<file path="config.mk">
export PLATFORM = sky130hd
export DESIGN_NAME = mem_stage_flat
export DESIGN_NICKNAME = d
export VERILOG_FILES = /design/src/rtl/mem_stage_pkg.sv /design/src/rtl/mem_stage_if.sv /design/src/rtl/mem_stage_mem_wb_reg.sv /design/src/rtl/mem_stage.sv /design/src/flat_wrapper.sv
export SDC_FILE = /design/constraint.sdc
export NUM_CORES = 1
export LEC_CHECK = 0
export ABC_AREA = 1
export CORE_UTILIZATION = 35
export CTS_CLUSTER_DIAMETER = 40
export DETAILED_ROUTE_END_ITERATION = 10
export PLACE_DENSITY = 0.82
export SYNTH_ARGS = -nofsm -noshare
export SYNTH_HDL_FRONTEND = slang
export SYNTH_SLANG_ARGS = --single-unit
</file>
<file path="constraint.sdc">
create_clock -name clk -period 1.8 [get_ports clk]
set_clock_uncertainty 0.15 [all_clocks]
set_input_delay 0.27 -clock clk [delete_from_list [all_inputs] [get_ports clk]]
set_output_delay 0.27 -clock clk [all_outputs]
set_load 0.03 [all_outputs]
</file>
<file path="src/rtl/mem_stage_pkg.sv">
// Shared definitions for the MEM stage: FSM state encoding and the bit positions
// inside the EX/MEM control fields.
package mem_stage_pkg;

    typedef enum logic {
        IDLE = 1'b0,
        WAIT = 1'b1
    } state_e;

    // control_mem bit positions
    localparam int BR   = 0;
    localparam int RD   = 1;
    localparam int WR   = 2;

    // control_wb bit positions
    localparam int REGW = 0;
    localparam int M2R  = 1;

endpackage

</file>
<file path="src/rtl/mem_stage_if.sv">
// Data-memory request/acknowledge bus between the MEM stage (master) and the
// data memory (slave).
interface mem_stage_if #(
    parameter int ADDR_W = 6
);
    logic              dmem_req;
    logic              dmem_we;
    logic [ADDR_W-1:0] dmem_addr;
    logic [31:0]       dmem_wdata;
    logic [31:0]       dmem_rdata;
    logic              dmem_ack;

    modport master (
        output dmem_req, dmem_we, dmem_addr, dmem_wdata,
        input  dmem_rdata, dmem_ack
    );

    modport slave (
        input  dmem_req, dmem_we, dmem_addr, dmem_wdata,
        output dmem_rdata, dmem_ack
    );
endinterface

</file>
<file path="src/rtl/mem_stage_mem_wb_reg.sv">
// MEM/WB pipeline register. A stalled cycle becomes a bubble: regwrite drops
// while the destination and data keep their previous values.
module mem_wb_reg (
    input  logic        clk,
    input  logic        rst_n,
    input  logic        bubble,
    input  logic        regwrite_in,
    input  logic [4:0]  rd_in,
    input  logic [31:0] rd_data_in,
    output logic        mem_wb_regwrite,
    output logic [4:0]  mem_wb_rd,
    output logic [31:0] mem_wb_rd_data
);

    logic        regwrite_r;
    logic [4:0]  rd_r;
    logic [31:0] rd_data_r;

    // pipeline register with synchronous reset and bubble insertion
    always_ff @(posedge clk) begin
        if (!rst_n) begin
            regwrite_r <= 1'b0;
            rd_r       <= 5'd0;
            rd_data_r  <= 32'd0;
        end else if (bubble) begin
            regwrite_r <= 1'b0;
        end else begin
            regwrite_r <= regwrite_in;
            rd_r       <= rd_in;
            rd_data_r  <= rd_data_in;
        end
    end

    assign mem_wb_regwrite = regwrite_r;
    assign mem_wb_rd       = rd_r;
    assign mem_wb_rd_data  = rd_data_r;

endmodule

</file>
<file path="src/rtl/mem_stage.sv">
// MEM stage: drives the data-memory handshake, stalls upstream while an access
// is outstanding, resolves branches and feeds the MEM/WB register.
module mem_stage
    import mem_stage_pkg::*;
#(
    parameter int ADDR_W  = 6,
    parameter int TIMEOUT = 15
) (
    input  logic        clk,
    input  logic        rst_n,
    input  logic [1:0]  ex_mem_control_wb,
    input  logic [2:0]  ex_mem_control_mem,
    input  logic [31:0] ex_mem_result,
    input  logic [31:0] ex_mem_store_data,
    input  logic [4:0]  ex_mem_wb_add,
    input  logic        ex_mem_alu_zero,
    mem_stage_if.master dmem,
    output logic        mem_stall,
    output logic        pc_src,
    output logic        mem_bus_error,
    output logic        mem_wb_regwrite,
    output logic [4:0]  mem_wb_rd,
    output logic [31:0] mem_wb_rd_data
);

    state_e      state_r;
    state_e      state_next_s;
    logic [3:0]  cnt_r;
    logic        err_r;
    logic        access_s;
    logic        req_s;
    logic        stall_s;
    logic        timeout_s;
    logic        regwrite_in_s;
    logic [31:0] rd_data_in_s;
    logic        unused_s;

    assign access_s = ex_mem_control_mem[RD] | ex_mem_control_mem[WR];
    assign unused_s = ^ex_mem_result[31:ADDR_W];

    // next-state, request and stall decode
    always_comb begin
        state_next_s = state_r;
        req_s        = 1'b0;
        stall_s      = 1'b0;
        timeout_s    = 1'b0;
        case (state_r)
            IDLE: begin
                if (access_s) begin
                    req_s        = 1'b1;
                    stall_s      = 1'b1;
                    state_next_s = WAIT;
                end else begin
                    state_next_s = IDLE;
                end
            end
            WAIT: begin
                req_s = 1'b1;
                if (dmem.dmem_ack) begin
                    state_next_s = IDLE;
                end else if (cnt_r == 4'(TIMEOUT - 1)) begin
                    timeout_s    = 1'b1;
                    state_next_s = IDLE;
                end else begin
                    stall_s      = 1'b1;
                    state_next_s = WAIT;
                end
            end
            default: begin
                state_next_s = IDLE;
            end
        endcase
    end

    // state register
    always_ff @(posedge clk) begin
        if (!rst_n) begin
            state_r <= IDLE;
        end else begin
            state_r <= state_next_s;
        end
    end

    // wait-cycle counter: zero on entry to WAIT, counts every WAIT cycle
    always_ff @(posedge clk) begin
        if (!rst_n) begin
            cnt_r <= 4'd0;
        end else if (state_r == IDLE) begin
            cnt_r <= 4'd0;
        end else begin
            cnt_r <= cnt_r + 4'd1;
        end
    end

    // bus error is a one-cycle pulse following the timed-out completion
    always_ff @(posedge clk) begin
        if (!rst_n) begin
            err_r <= 1'b0;
        end else begin
            err_r <= timeout_s;
        end
    end

    // Inputs stay stable while stalled, so driving straight from EX/MEM holds the bus.
    assign dmem.dmem_req   = req_s;
    assign dmem.dmem_we    = req_s & ex_mem_control_mem[WR];
    assign dmem.dmem_addr  = ex_mem_result[ADDR_W-1:0];
    assign dmem.dmem_wdata = ex_mem_store_data;

    assign mem_stall     = stall_s;
    assign pc_src        = ex_mem_control_mem[BR] & ex_mem_alu_zero;
    assign mem_bus_error = err_r;

    // Stores never write back; a timed-out access writes back nothing and zero data.
    assign regwrite_in_s = ex_mem_control_wb[REGW] & ~ex_mem_control_mem[WR] & ~timeout_s;
    assign rd_data_in_s  = timeout_s ? 32'd0 :
                           (ex_mem_control_wb[M2R] ? dmem.dmem_rdata : ex_mem_result);

    mem_wb_reg u_mem_wb_reg (
        .clk             (clk),
        .rst_n           (rst_n),
        .bubble          (stall_s),
        .regwrite_in     (regwrite_in_s),
        .rd_in           (ex_mem_wb_add),
        .rd_data_in      (rd_data_in_s),
        .mem_wb_regwrite (mem_wb_regwrite),
        .mem_wb_rd       (mem_wb_rd),
        .mem_wb_rd_data  (mem_wb_rd_data)
    );

endmodule

</file>
<file path="src/flat_wrapper.sv">
// flat-port wrapper written by rule: the top's interface ports become plain ports
module mem_stage_flat import mem_stage_pkg::*;
#(
    parameter int ADDR_W  = 6,
    parameter int TIMEOUT = 15
)
  (clk, rst_n, ex_mem_control_wb, ex_mem_control_mem, ex_mem_result, ex_mem_store_data, ex_mem_wb_add, ex_mem_alu_zero, mem_stall, pc_src, mem_bus_error, mem_wb_regwrite, mem_wb_rd, mem_wb_rd_data, dmem_dmem_req, dmem_dmem_we, dmem_dmem_addr, dmem_dmem_wdata, dmem_dmem_rdata, dmem_dmem_ack);
  mem_stage_if #(.ADDR_W(ADDR_W)) dmem_i ();
  input  logic clk;
  input  logic rst_n;
  input  logic [1:0] ex_mem_control_wb;
  input  logic [2:0] ex_mem_control_mem;
  input  logic [31:0] ex_mem_result;
  input  logic [31:0] ex_mem_store_data;
  input  logic [4:0] ex_mem_wb_add;
  input  logic ex_mem_alu_zero;
  output logic mem_stall;
  output logic pc_src;
  output logic mem_bus_error;
  output logic mem_wb_regwrite;
  output logic [4:0] mem_wb_rd;
  output logic [31:0] mem_wb_rd_data;
  output wire logic [$bits(dmem_i.dmem_req)-1:0] dmem_dmem_req;
  output wire logic [$bits(dmem_i.dmem_we)-1:0] dmem_dmem_we;
  output wire logic [$bits(dmem_i.dmem_addr)-1:0] dmem_dmem_addr;
  output wire logic [$bits(dmem_i.dmem_wdata)-1:0] dmem_dmem_wdata;
  input wire logic [$bits(dmem_i.dmem_rdata)-1:0] dmem_dmem_rdata;
  input wire logic [$bits(dmem_i.dmem_ack)-1:0] dmem_dmem_ack;
  assign dmem_dmem_req = dmem_i.dmem_req;
  assign dmem_dmem_we = dmem_i.dmem_we;
  assign dmem_dmem_addr = dmem_i.dmem_addr;
  assign dmem_dmem_wdata = dmem_i.dmem_wdata;
  assign dmem_i.dmem_rdata = dmem_dmem_rdata;
  assign dmem_i.dmem_ack = dmem_dmem_ack;
  mem_stage #(.ADDR_W(ADDR_W), .TIMEOUT(TIMEOUT)) u_core (.clk(clk), .rst_n(rst_n), .ex_mem_control_wb(ex_mem_control_wb), .ex_mem_control_mem(ex_mem_control_mem), .ex_mem_result(ex_mem_result), .ex_mem_store_data(ex_mem_store_data), .ex_mem_wb_add(ex_mem_wb_add), .ex_mem_alu_zero(ex_mem_alu_zero), .dmem(dmem_i), .mem_stall(mem_stall), .pc_src(pc_src), .mem_bus_error(mem_bus_error), .mem_wb_regwrite(mem_wb_regwrite), .mem_wb_rd(mem_wb_rd), .mem_wb_rd_data(mem_wb_rd_data));
endmodule
</file>
==> impl_summary.txt, run 1 <==
----------------------------------------------------
[Global route]
  Congestion Overflow GR ... 0
  Antenna violations before repair ... 0
  Vias in the first global route ... 2,257
  Global-route wire length before repair ... 10000 um
  Total global-route track usage ... 16.1%
  Maximum number of pins on one net before global-route repair ... 77

[Floorplanning]
  Std-Cell Rows ... 31
  Boundary Pins ... 191
  Core Region ... 0.00725 sq mm
  Die Width ... 88.8 um
  Die Y-Extent ... 88.8 um
  Die area ... 0.00788 sq mm
  Starting Density ... 36.3%

[Job]
  Count of maximum capacitance violations ... 0

[Worst setup path]
  Reg2Reg Setup Slack ... 250 ps
  Cells along the critical path ... clkdlybuf4s50_1
  Peak per-stage delay on the critical path ... 680 ps
  Cell with the largest stage delay on the worst path ... clkdlybuf4s50_1
  Worst flop-to-flop path startpoint ... u_core.cnt_r[0]
  Largest fanout of any net on the critical path ... 2
  Crit path capture type ... output pin
  Critical path data required time ... 1380 ps
  Source of the critical timing path ... u_core.u_mem_wb_reg.mem_wb_rd_data[20]
  Crit path DAT ... 1330 ps
  Type of the worst setup path ... flip-flop to output pin
  Number of buffers and inverters on the critical path ... 1
  Category of the worst setup path launch point ... flip-flop
  Delay-heaviest family, CP ... buffers and inverters

[STA]
  Time the worst path needs with I/O delays and setup ... 1750 ps
  Final setup violation count ... 0
  Number of hold-slack violations in the final timing report ... 0
  Pins over their slew limit ... 0
  Worst rel slew slack ... 77.3%
  Setup TNS Final ... 0 ps
  Post-Route Hold Slack ... 278 ps
  Unrepaired setup endpoints after global routing ... no
  Final worst setup slack ... 47.4 ps
  Fmax ... 0.571 GHz
  Transition time at the pin with the least slew margin ... 340 ps
  Period utilisation layout ... 97.4%

[Finish]
  Share of layout cells above drive strength 1 ... 7.52%
  Leading cell type in the layout, fill and taps excluded ... clkdlybuf4s50_1
  Area Overhead vs Synth ... 45.4%
  Leading cell types in the layout, fill and taps excluded ... 113 x clkdlybuf4s50_1, 108 x nand2_1, 77 x nand3_1
  Nets ... 603
  Final instance area ... 0.00383 sq mm
  Number of antenna cells inserted ... 0
  Final standard cell count with taps included and fillers excluded ... 591
  Count of fill cells added during filler insertion ... 702
  Utilization after layout ... 52.8%

[Yosys]
  Cell area after technology mapping ... 0.00264 sq mm
  Share of the yosys chip area belonging to registers ... 33.4%
  Count of state elements after synthesis ... 44
  Synthesized area per cell ... 6.36 sq um
  Cell variety after synth ... 20
  Synth Instances ... 414
  Number of nets produced by synthesis ... 526
  Total number of yosys warnings ... 0

[Routing]
  Residual DRC ... 0
  Routed via count divided by cell count ... 4.42
  Post-route antenna net violation count ... 0
  Router iterations before antenna repair ... 4
  Vias ... 2,613
  Wire length per cell after detailed routing ... 11.1 um
  Violation count after the first detailed-routing iteration ... 61
  Sum of routed wire length over all layers ... 6530 um

[Placed design]
  Detailed Place HPWL ... 4840 um
  RD Place Congestion ... 0.759
  Worst slack after detailed placement ... 7.16 ps
  Placement Cell Area ... 0.00369 sq mm
  Count of placed standard cells including taps ... 582
  Number of port buffers ... 126

[Clocking]
  Number of buffers inserted during clock tree synthesis ... 5
  Cts-stage hold buffer count ... 0
  CTS Root Cell ... clkbuf_8
  Maximum buffer depth of the clock tree ... 2
  Clock sink count ... 44
  CTS tree ... yes
  Clk slew on worst S/H paths ... 90 ps
  Clock latency on the worst-skew pair ... 290 ps
  Level count of the clock H-tree ... 2

[Min path]
  Min-Delay Startpoint ... u_core.cnt_r[0]
  Worst min path class ... flip-flop to flip-flop

[Power and ir drop]
  Total chip power ... 2.54 mW
  Max IR drop VDD ... 0.302 mV
  Static Leakage ... 1.97 nW
  Power density relative to cell area ... 663 mW/mm^2

[Status]
  Run status ... complete, no violations

----------------------------------------------------
cell usage after synthesis:
library cell,n,area [sq um]
nand2_1,109,409
nand3_1,78,390
inv_1,70,263
dfxtp_1,44,881
buf_4,39,293
o21ai_0,32,160
buf_2,13,65.1
clkbuf_1,8,30.0
nor2_1,6,22.5
buf_6,3,33.8
buf_1,2,7.51
ha_1,2,25.0
a21oi_1,1,5.00
nand2_2,1,6.26
nand3_2,1,10.0
nor2_2,1,6.26
nor3_1,1,5.00
o21bai_1,1,7.51
or2_2,1,6.26
xnor2_1,1,8.76
final cells by class:
class                      count  area [sq um]  area share, %
timing repair buffer         135          1380           35.9
multi-input combinational    235          1080           28.1
sequential                    44           882           23.0
inverter                      70           263           6.86
tap                           99           124           3.23
clock buffer                   5          68.8           1.80
clock inverter                 3          42.5           1.11
worst paths after layout:
kind / depth (start not counted) / to
hold / removal: 1 / u_core.cnt_r[0]
setup / recovery: 1 / mem_wb_rd_data[20]
hold reg to reg: 1 / u_core.cnt_r[0]
setup reg to reg: 9 / u_core.u_mem_wb_reg.mem_wb_rd_data[19]
cell families (layout without fill, tap and decap cells):
kind of cell,count (synthesis),in the layout,share of synthesized area [%]
AND/OR/NAND/NOR,198,198,32.5
AO/OA/AOI/OAI,34,34,6.55
adder cells (fa/ha/maj),2,2,0.950
flip-flops,44,44,33.4
buffers and inverters,135,213,26.3
XOR/XNOR,1,1,0.332
per-layer routing:
layer	track usage [%]	vias to the layer above	part of all wire, %
met5	0	-	0
met4	5.57	0	1.3
met3	2.89	18	6.9
met2	30.0	113	50
met1	18.4	1104	42
li1	-	1378	-
repair_timing:
| item | in CTS | in global routing |
|---|---|---|
| pin swaps | 1 | 1 |
| endpoints found under the hold margin | 0 | 0 |
| setup endpoints to repair | 1 | 2 |
| buffers inserted | 1 | 0 |
| resized for setup | 4 | 3 |
sequential cells by signal, indices dropped and copies added (netlist names):
| signal | flops |
|---|---|
| u_core.state_r | 1 |
| u_core.u_mem_wb_reg.mem_wb_rd | 5 |
| u_core.mem_bus_error | 1 |
| u_core.cnt_r | 4 |
| u_core.u_mem_wb_reg.mem_wb_rd_data | 32 |
| u_core.u_mem_wb_reg.mem_wb_regwrite | 1 |
report_power, final:
group | switching (mW) | internal, mW | leakage [nW]
logic | 0.376 | 0.361 | 1.56
registers | 0.0347 | 1.03 | 0.360
clock network | 0.325 | 0.411 | 0.0541
Note: power is estimated with default switching activity, not from simulation.
==> inputs of run 2 (changes only) <==
CAP_MARGIN = 20   (was unset)
PLACE_DENSITY = unset   (was 0.82)
PLACE_DENSITY_LB_ADDON = 0.08   (was unset)
==> run 2 against run 1 <==
Sequential share of layout area grew 0.17 points. Flip-flop and latch count is the same. Worst hold slack lost 21 ps. Sequential power is essentially flat. Via count shrank 1.7%. Routed wire length shrank 0.72%. Worst setup slack gained 7.1 ps. Core utilization shrank 0.40 points. Largest cell class unchanged. Die area is the same.
==> impl_summary.txt, run 2 (synthesis results as in run 1) <==
----------------------------------------------------
[Worst setup path]
  Category of the worst setup path launch point ... flip-flop
  Number of buffers and inverters on the critical path ... 1 (unchanged)
  Cell with the largest stage delay on the worst path ... clkdlybuf4s50_1
  Largest fanout of any net on the critical path ... 2 (unchanged)
  Delay-heaviest family, CP ... buffers and inverters
  Critical path data required time ... 1380 ps (about the same)
  Crit path DAT ... 1330 ps (about the same)
  Cells along the critical path ... clkdlybuf4s50_1
  Crit path capture type ... output pin
  Type of the worst setup path ... flip-flop to output pin
  Peak per-stage delay on the critical path ... 690 ps (about the same)

[Clocking]
  Clock latency on the worst-skew pair ... 280 ps (about the same)
  CTS tree ... yes
  Clock sink count ... 44 (unchanged)
  Level count of the clock H-tree ... 2 (unchanged)
  Maximum buffer depth of the clock tree ... 2 (unchanged)
  Number of buffers inserted during clock tree synthesis ... 5 (unchanged)
  Cts-stage hold buffer count ... 0 (unchanged)
  CTS Root Cell ... clkbuf_8
  Clk slew on worst S/H paths ... 80 ps (about the same)

[Finish]
  Flip-flop count of the largest register, all copies and words added ... 32 (unchanged)
  Leading cell types in the layout, fill and taps excluded ... 109 x clkdlybuf4s50_1, 108 x nand2_1, 78 x nand3_1
  Utilization after layout ... 52.4% (-0.40 points)
  Share of layout cells above drive strength 1 ... 6.91% (-0.61 points)
  Nets ... 604 (+0.17%)
  Final instance area ... 0.00380 sq mm (-0.75%)
  Count of fill cells added during filler insertion ... 721 (+2.7%)
  Final standard cell count with taps included and fillers excluded ... 591 (unchanged)
  Number of antenna cells inserted ... 0 (unchanged)
  Area Overhead vs Synth ... 44.3%
  Leading cell type in the layout, fill and taps excluded ... clkdlybuf4s50_1

[STA]
  Pins over their slew limit ... 0 (unchanged)
  Setup TNS Final ... 0 ps (unchanged)
  Fmax ... 0.573 GHz (+0.41%)
  Transition time at the pin with the least slew margin ... 365 ps (+24.7 ps)
  Worst rel slew slack ... 75.7% (-1.6 points)
  Number of hold-slack violations in the final timing report ... 0 (unchanged)
  Final worst setup slack ... 54.5 ps (+7.13 ps)
  Time the worst path needs with I/O delays and setup ... 1750 ps (-7.13 ps)
  Period utilisation layout ... 97.0% (-0.40 points)
  Final setup violation count ... 0 (unchanged)
  Unrepaired setup endpoints after global routing ... no

[Global route]
  Global-route wire length before repair ... 10,300 um (+2.6%)
  Antenna violations before repair ... 0 (unchanged)
  Maximum number of pins on one net before global-route repair ... 65 (-16%)
  Congestion Overflow GR ... 0 (unchanged)
  Total global-route track usage ... 16.8% (+0.70 points)
  Vias in the first global route ... 2,217 (-1.8%)

[Floorplanning]
  Core Region ... 0.00725 sq mm (unchanged)
  Die area ... 0.00788 sq mm (unchanged)
  Boundary Pins ... 191 (unchanged)
  Die Y-Extent ... 88.8 um (unchanged)
  Std-Cell Rows ... 31 (unchanged)
  Die Width ... 88.8 um (unchanged)
  Starting Density ... 36.3% (unchanged)

[Routing]
  Router iterations before antenna repair ... 4 (unchanged)
  Uppermost metal layer occupied by signal nets ... met4
  Residual DRC ... 0 (unchanged)
  Sum of routed wire length over all layers ... 6490 um (-0.72%)
  Met2 wire len ... 3210 um (-1.3%)
  Wire length on met1 ... 2670 um (-2.6%)
  Wire length on met3 ... 501 um (+10%)
  Routed via count divided by cell count ... 4.35 (-1.7%)
  Post-route antenna net violation count ... 0 (unchanged)
  Wire length per cell after detailed routing ... 11.0 um (-0.72%)
  Violation count after the first detailed-routing iteration ... 73 (+20%)
  Vias ... 2,569 (-1.7%)

[Power and ir drop]
  Static Leakage ... 2.03 nW (+2.9%)
  Max IR drop VDD ... 0.259 mV (-14%)
  Power density relative to cell area ... 622 mW/mm^2 (-6.1%)

[Placed design]
  Worst slack after detailed placement ... 118 ps (+111 ps)
  Number of port buffers ... 126 (unchanged)
  Count of placed standard cells including taps ... 583 (+0.17%)
  Detailed Place HPWL ... 4810 um (-0.54%)
  RD Place Congestion ... 0.712 (-6.2%)
  Placement Cell Area ... 0.00370 sq mm (+0.20%)

[Min path]
  Worst min path class ... input pin to flip-flop

[Status]
  Run status ... complete, no violations

[Job]
  Count of maximum capacitance violations ... 0 (unchanged)

----------------------------------------------------
[run 2: worst min-delay path, delay by kind of cell]
family / cells / cell delay (ps)
simple gates: 2 / 160
buf+inv: 1 / 210
[run 2: final timing paths]
kind	from	to	slack (ps)	cells after the start
max	u_core.u_mem_wb_reg.mem_wb_rd_data[25]	mem_wb_rd_data[25]	50	1
min	rst_n	u_core.u_mem_wb_reg.mem_wb_rd_data[4]	260	3
max reg2reg	u_core.cnt_r[0]	u_core.u_mem_wb_reg.mem_wb_rd_data[27]	270	9
min reg2reg	u_core.cnt_r[0]	u_core.cnt_r[0]	290	1
[run 2: metal layers]
| metal | track usage, % | up-vias |
|---|---|---|
| met2 | 30.6 | 84 |
| met3 | 4.66 | 16 |
| met5 | 0 | - |
| met4 | 5.57 | 0 |
| met1 | 18.9 | 1090 |
| li1 | - | 1379 |
[run 2: area by class of cell]
class | count | area (sq um) | share of cell area, %
clock buffer | 6 | 72.6 | 1.91
timing repair buffer | 136 | 1390 | 36.6
sequential | 44 | 882 | 23.2
clock inverter | 1 | 5.00 | 0.132
multi-input combinational | 235 | 1060 | 28.0
tap | 99 | 124 | 3.26
inverter | 70 | 263 | 6.91
[run 2: what timing repair did]
item	4_1_cts	5_1_grt
pin swaps	1	1
gates resized for setup	2	6
buffers inserted	1	0
endpoints found under the setup margin	1	6
[run 2: power by group]
| group | total, mW | internal, mW | switching [mW] |
|---|---|---|---|
| clock network | 0.567 | 0.264 | 0.303 |
| logic | 0.735 | 0.359 | 0.376 |
| registers | 1.06 | 1.03 | 0.0315 |
[run 2: metrics by stage]
step | hold slack, ps | power (mW)
6_report | 257 | 2.37
5_1_grt | 255 | 2.52
4_1_cts | 255 | 2.41
3_5_place_dp | 311 | 1.83
3_3_place_gp | 297 | 1.82
2_1_floorplan | 251 | 1.61
==> inputs of run 3 (changes only) <==
CORE_UTILIZATION = 32   (was 35)
clock period = 1.6 ns   (was 1.8 ns; I/O delays follow)
==> run 3 against run 2 <==
Non-clock buffer count rose by 4. Count of clock-buffer cells in the layout is the same. Core utilization down 3.9 points. Critical endpoint is now mem_stall. Largest cell class unchanged. Highest routed layer unchanged.
==> impl_summary.txt, run 3 (synthesis results as in run 1) <==
----------------------------------------------------
[STA]
  Period utilisation layout ... 99.1%
  Pins over their slew limit ... 0 (unchanged)
  Time the worst path needs with I/O delays and setup ... 1590 ps
  Unrepaired setup endpoints after global routing ... yes
  Post-Route Hold Slack ... 152 ps (-105 ps)
  Worst rel slew slack ... 76.6% (+0.98 points)
  Fmax ... 0.630 GHz
  Number of hold-slack violations in the final timing report ... 0 (unchanged)
  Transition time at the pin with the least slew margin ... 352 ps (-12.7 ps)
  Final setup violation count ... 0 (unchanged)

[Clocking]
  Clk slew on worst S/H paths ... 80 ps (about the same)
  CTS Root Cell ... clkbuf_8
  Level count of the clock H-tree ... 2 (unchanged)
  Maximum buffer depth of the clock tree ... 2 (unchanged)
  Cts-stage hold buffer count ... 0 (unchanged)
  Number of buffers inserted during clock tree synthesis ... 5 (unchanged)
  Clock sink count ... 44 (unchanged)
  Clock latency on the worst-skew pair ... 280 ps (about the same)
  CTS tree ... yes

[Finish]
  Area occupied by multi-input gates ... 0.00109 sq mm (+2.6%)
  Share of layout cells above drive strength 1 ... 8.87% (+2.0 points)
  Leading cell types in the layout, fill and taps excluded ... 108 x nand2_1, 76 x nand3_1, 75 x clkdlybuf4s50_1
  Reg area ... 886 sq um (+0.43%)
  Final instance area ... 0.00381 sq mm (about the same)
  Area Overhead vs Synth ... 44.4% (about the same)
  Nets ... 608 (+0.66%)
  Leading cell type in the layout, fill and taps excluded ... nand2_1
  Flip-flop count of the largest register, all copies and words added ... 32 (unchanged)
  Count of fill cells added during filler insertion ... 850 (+18%)
  Number of antenna cells inserted ... 0 (unchanged)

[Worst setup path]
  Largest fanout of any net on the critical path ... 2 (unchanged)
  Source of the critical timing path ... u_core.cnt_r[0]
  Type of the worst setup path ... flip-flop to output pin
  Critical path data required time ... 1210 ps (-170 ps)
  Crit path DAT ... 1200 ps (-130 ps)
  Crit path capture type ... output pin
  Category of the worst setup path launch point ... flip-flop
  Worst flop-to-flop path startpoint ... u_core.cnt_r[0]

[Global route]
  Antenna violations before repair ... 0 (unchanged)
  Maximum number of pins on one net before global-route repair ... 65 (unchanged)
  Congestion Overflow GR ... 0 (unchanged)
  Vias in the first global route ... 2,325 (+4.9%)
  Global-route wire length before repair ... 10,800 um (+5.4%)
  Total global-route track usage ... 15.5% (-1.3 points)

[Routing]
  Wire length per cell after detailed routing ... 11.0 um (+0.34%)
  Post-route antenna net violation count ... 0 (unchanged)
  Vias ... 2,550 (-0.74%)
  Router iterations before antenna repair ... 4 (unchanged)
  Sum of routed wire length over all layers ... 6590 um (+1.5%)
  Routed via count divided by cell count ... 4.26 (-1.9%)
  Residual DRC ... 0 (unchanged)
  Violation count after the first detailed-routing iteration ... 70 (-4.1%)

[Placed design]
  RD Place Congestion ... 0.724 (+1.7%)
  Placement Cell Area ... 0.00373 sq mm (+0.85%)
  Detailed Place HPWL ... 4780 um (-0.67%)
  Number of port buffers ... 126 (unchanged)

[Floorplanning]
  Core Region ... 0.00785 sq mm (+8.2%)
  Die area ... 0.00860 sq mm (+9.2%)
  Std-Cell Rows ... 32 (+3.2%)
  Die Width ... 92.7 um (+4.5%)
  Starting Density ... 33.6% (-2.8 points)
  Boundary Pins ... 191 (unchanged)
  Die Y-Extent ... 92.7 um (+4.5%)

[Job]
  Count of maximum capacitance violations ... 0 (unchanged)

[Power and ir drop]
  Total chip power ... 2.65 mW (+12%)
  Static Leakage ... 2.13 nW (+5.0%)
  Max IR drop VDD ... 0.379 mV (+47%)
  Power density relative to cell area ... 695 mW/mm^2 (+12%)

[Status]
  Run status ... complete, no violations

[Min path]
  Min-Delay Startpoint ... rst_n
  Worst min path class ... input pin to flip-flop

----------------------------------------------------
## run 3: cell count changes in the layout (fill, tap and decap cells not counted), sizes merged
cell,previous run,this run
dlymetal6s2s,5,0
clkdlybuf4s50,109,75
dlygate4sd2,0,38
buf,22,27
## run 3: final cells by class
type / instances / share of cell area (%)
repair buffers: 140 / 35.7
flip-flops and latches: 44 / 23.3
clock buffers: 6 / 1.91
well taps: 102 / 3.35
clock inverters: 1 / 0.131
multi-input cells: 235 / 28.7
inverters: 70 / 6.90
## run 3: worst paths after layout
kind                                                                to  slack, ps  cells past startpoint
worst min register to register  u_core.u_mem_wb_reg.mem_wb_rd_data[19]        320                      2
worst max register to register  u_core.u_mem_wb_reg.mem_wb_rd_data[14]        130                      9
worst max-delay path                                         mem_stall         10                      6
worst min-delay path                                   u_core.cnt_r[1]        150                      3
## run 3: per-stage QoR
step	TNS (ps)	util, %	setup WS, ps	cells
floorplan	0	-	131	414
global placement	-3140	47.5	-106	590
CTS	-12.8	48.5	-12.8	598
finish	0	48.5	13.8	598
global route	-47.6	48.5	-47.6	598
detailed placement	-3280	47.5	-101	590
## run 3: worst max-delay path, cell delays in order (launching register included)
cell and delay [ps]:
dfxtp_2 340, inv_2 40, ha_4 150, nand3_2 70
nand3_2 80, nand2_4 100, buf_6 130
## run 3: metal layers
layer / up-vias / share of wire, % / track usage, %
met5: - / 0 / 0
li1: 1389 / - / -
met2: 100 / 50 / 28.7
met4: 0 / 1.2 / 5.00
met1: 1049 / 41 / 17.8
met3: 12 / 7.3 / 2.87
## run 3: what timing repair did
action                                  in CTS  in global routing
endpoints found under the setup margin      39                  2
setup buffers                                1                  0
resized for setup                           48                  1
gates cloned                                 0                  0
pin swaps                                    2                  2
## run 3: where the power goes
group          leakage (nW)  internal [mW]  total [mW]  switching [mW]
Sequential            0.361           1.16        1.19          0.0331
Combinational          1.73          0.374       0.802           0.428
Clock                0.0410          0.297       0.652           0.354
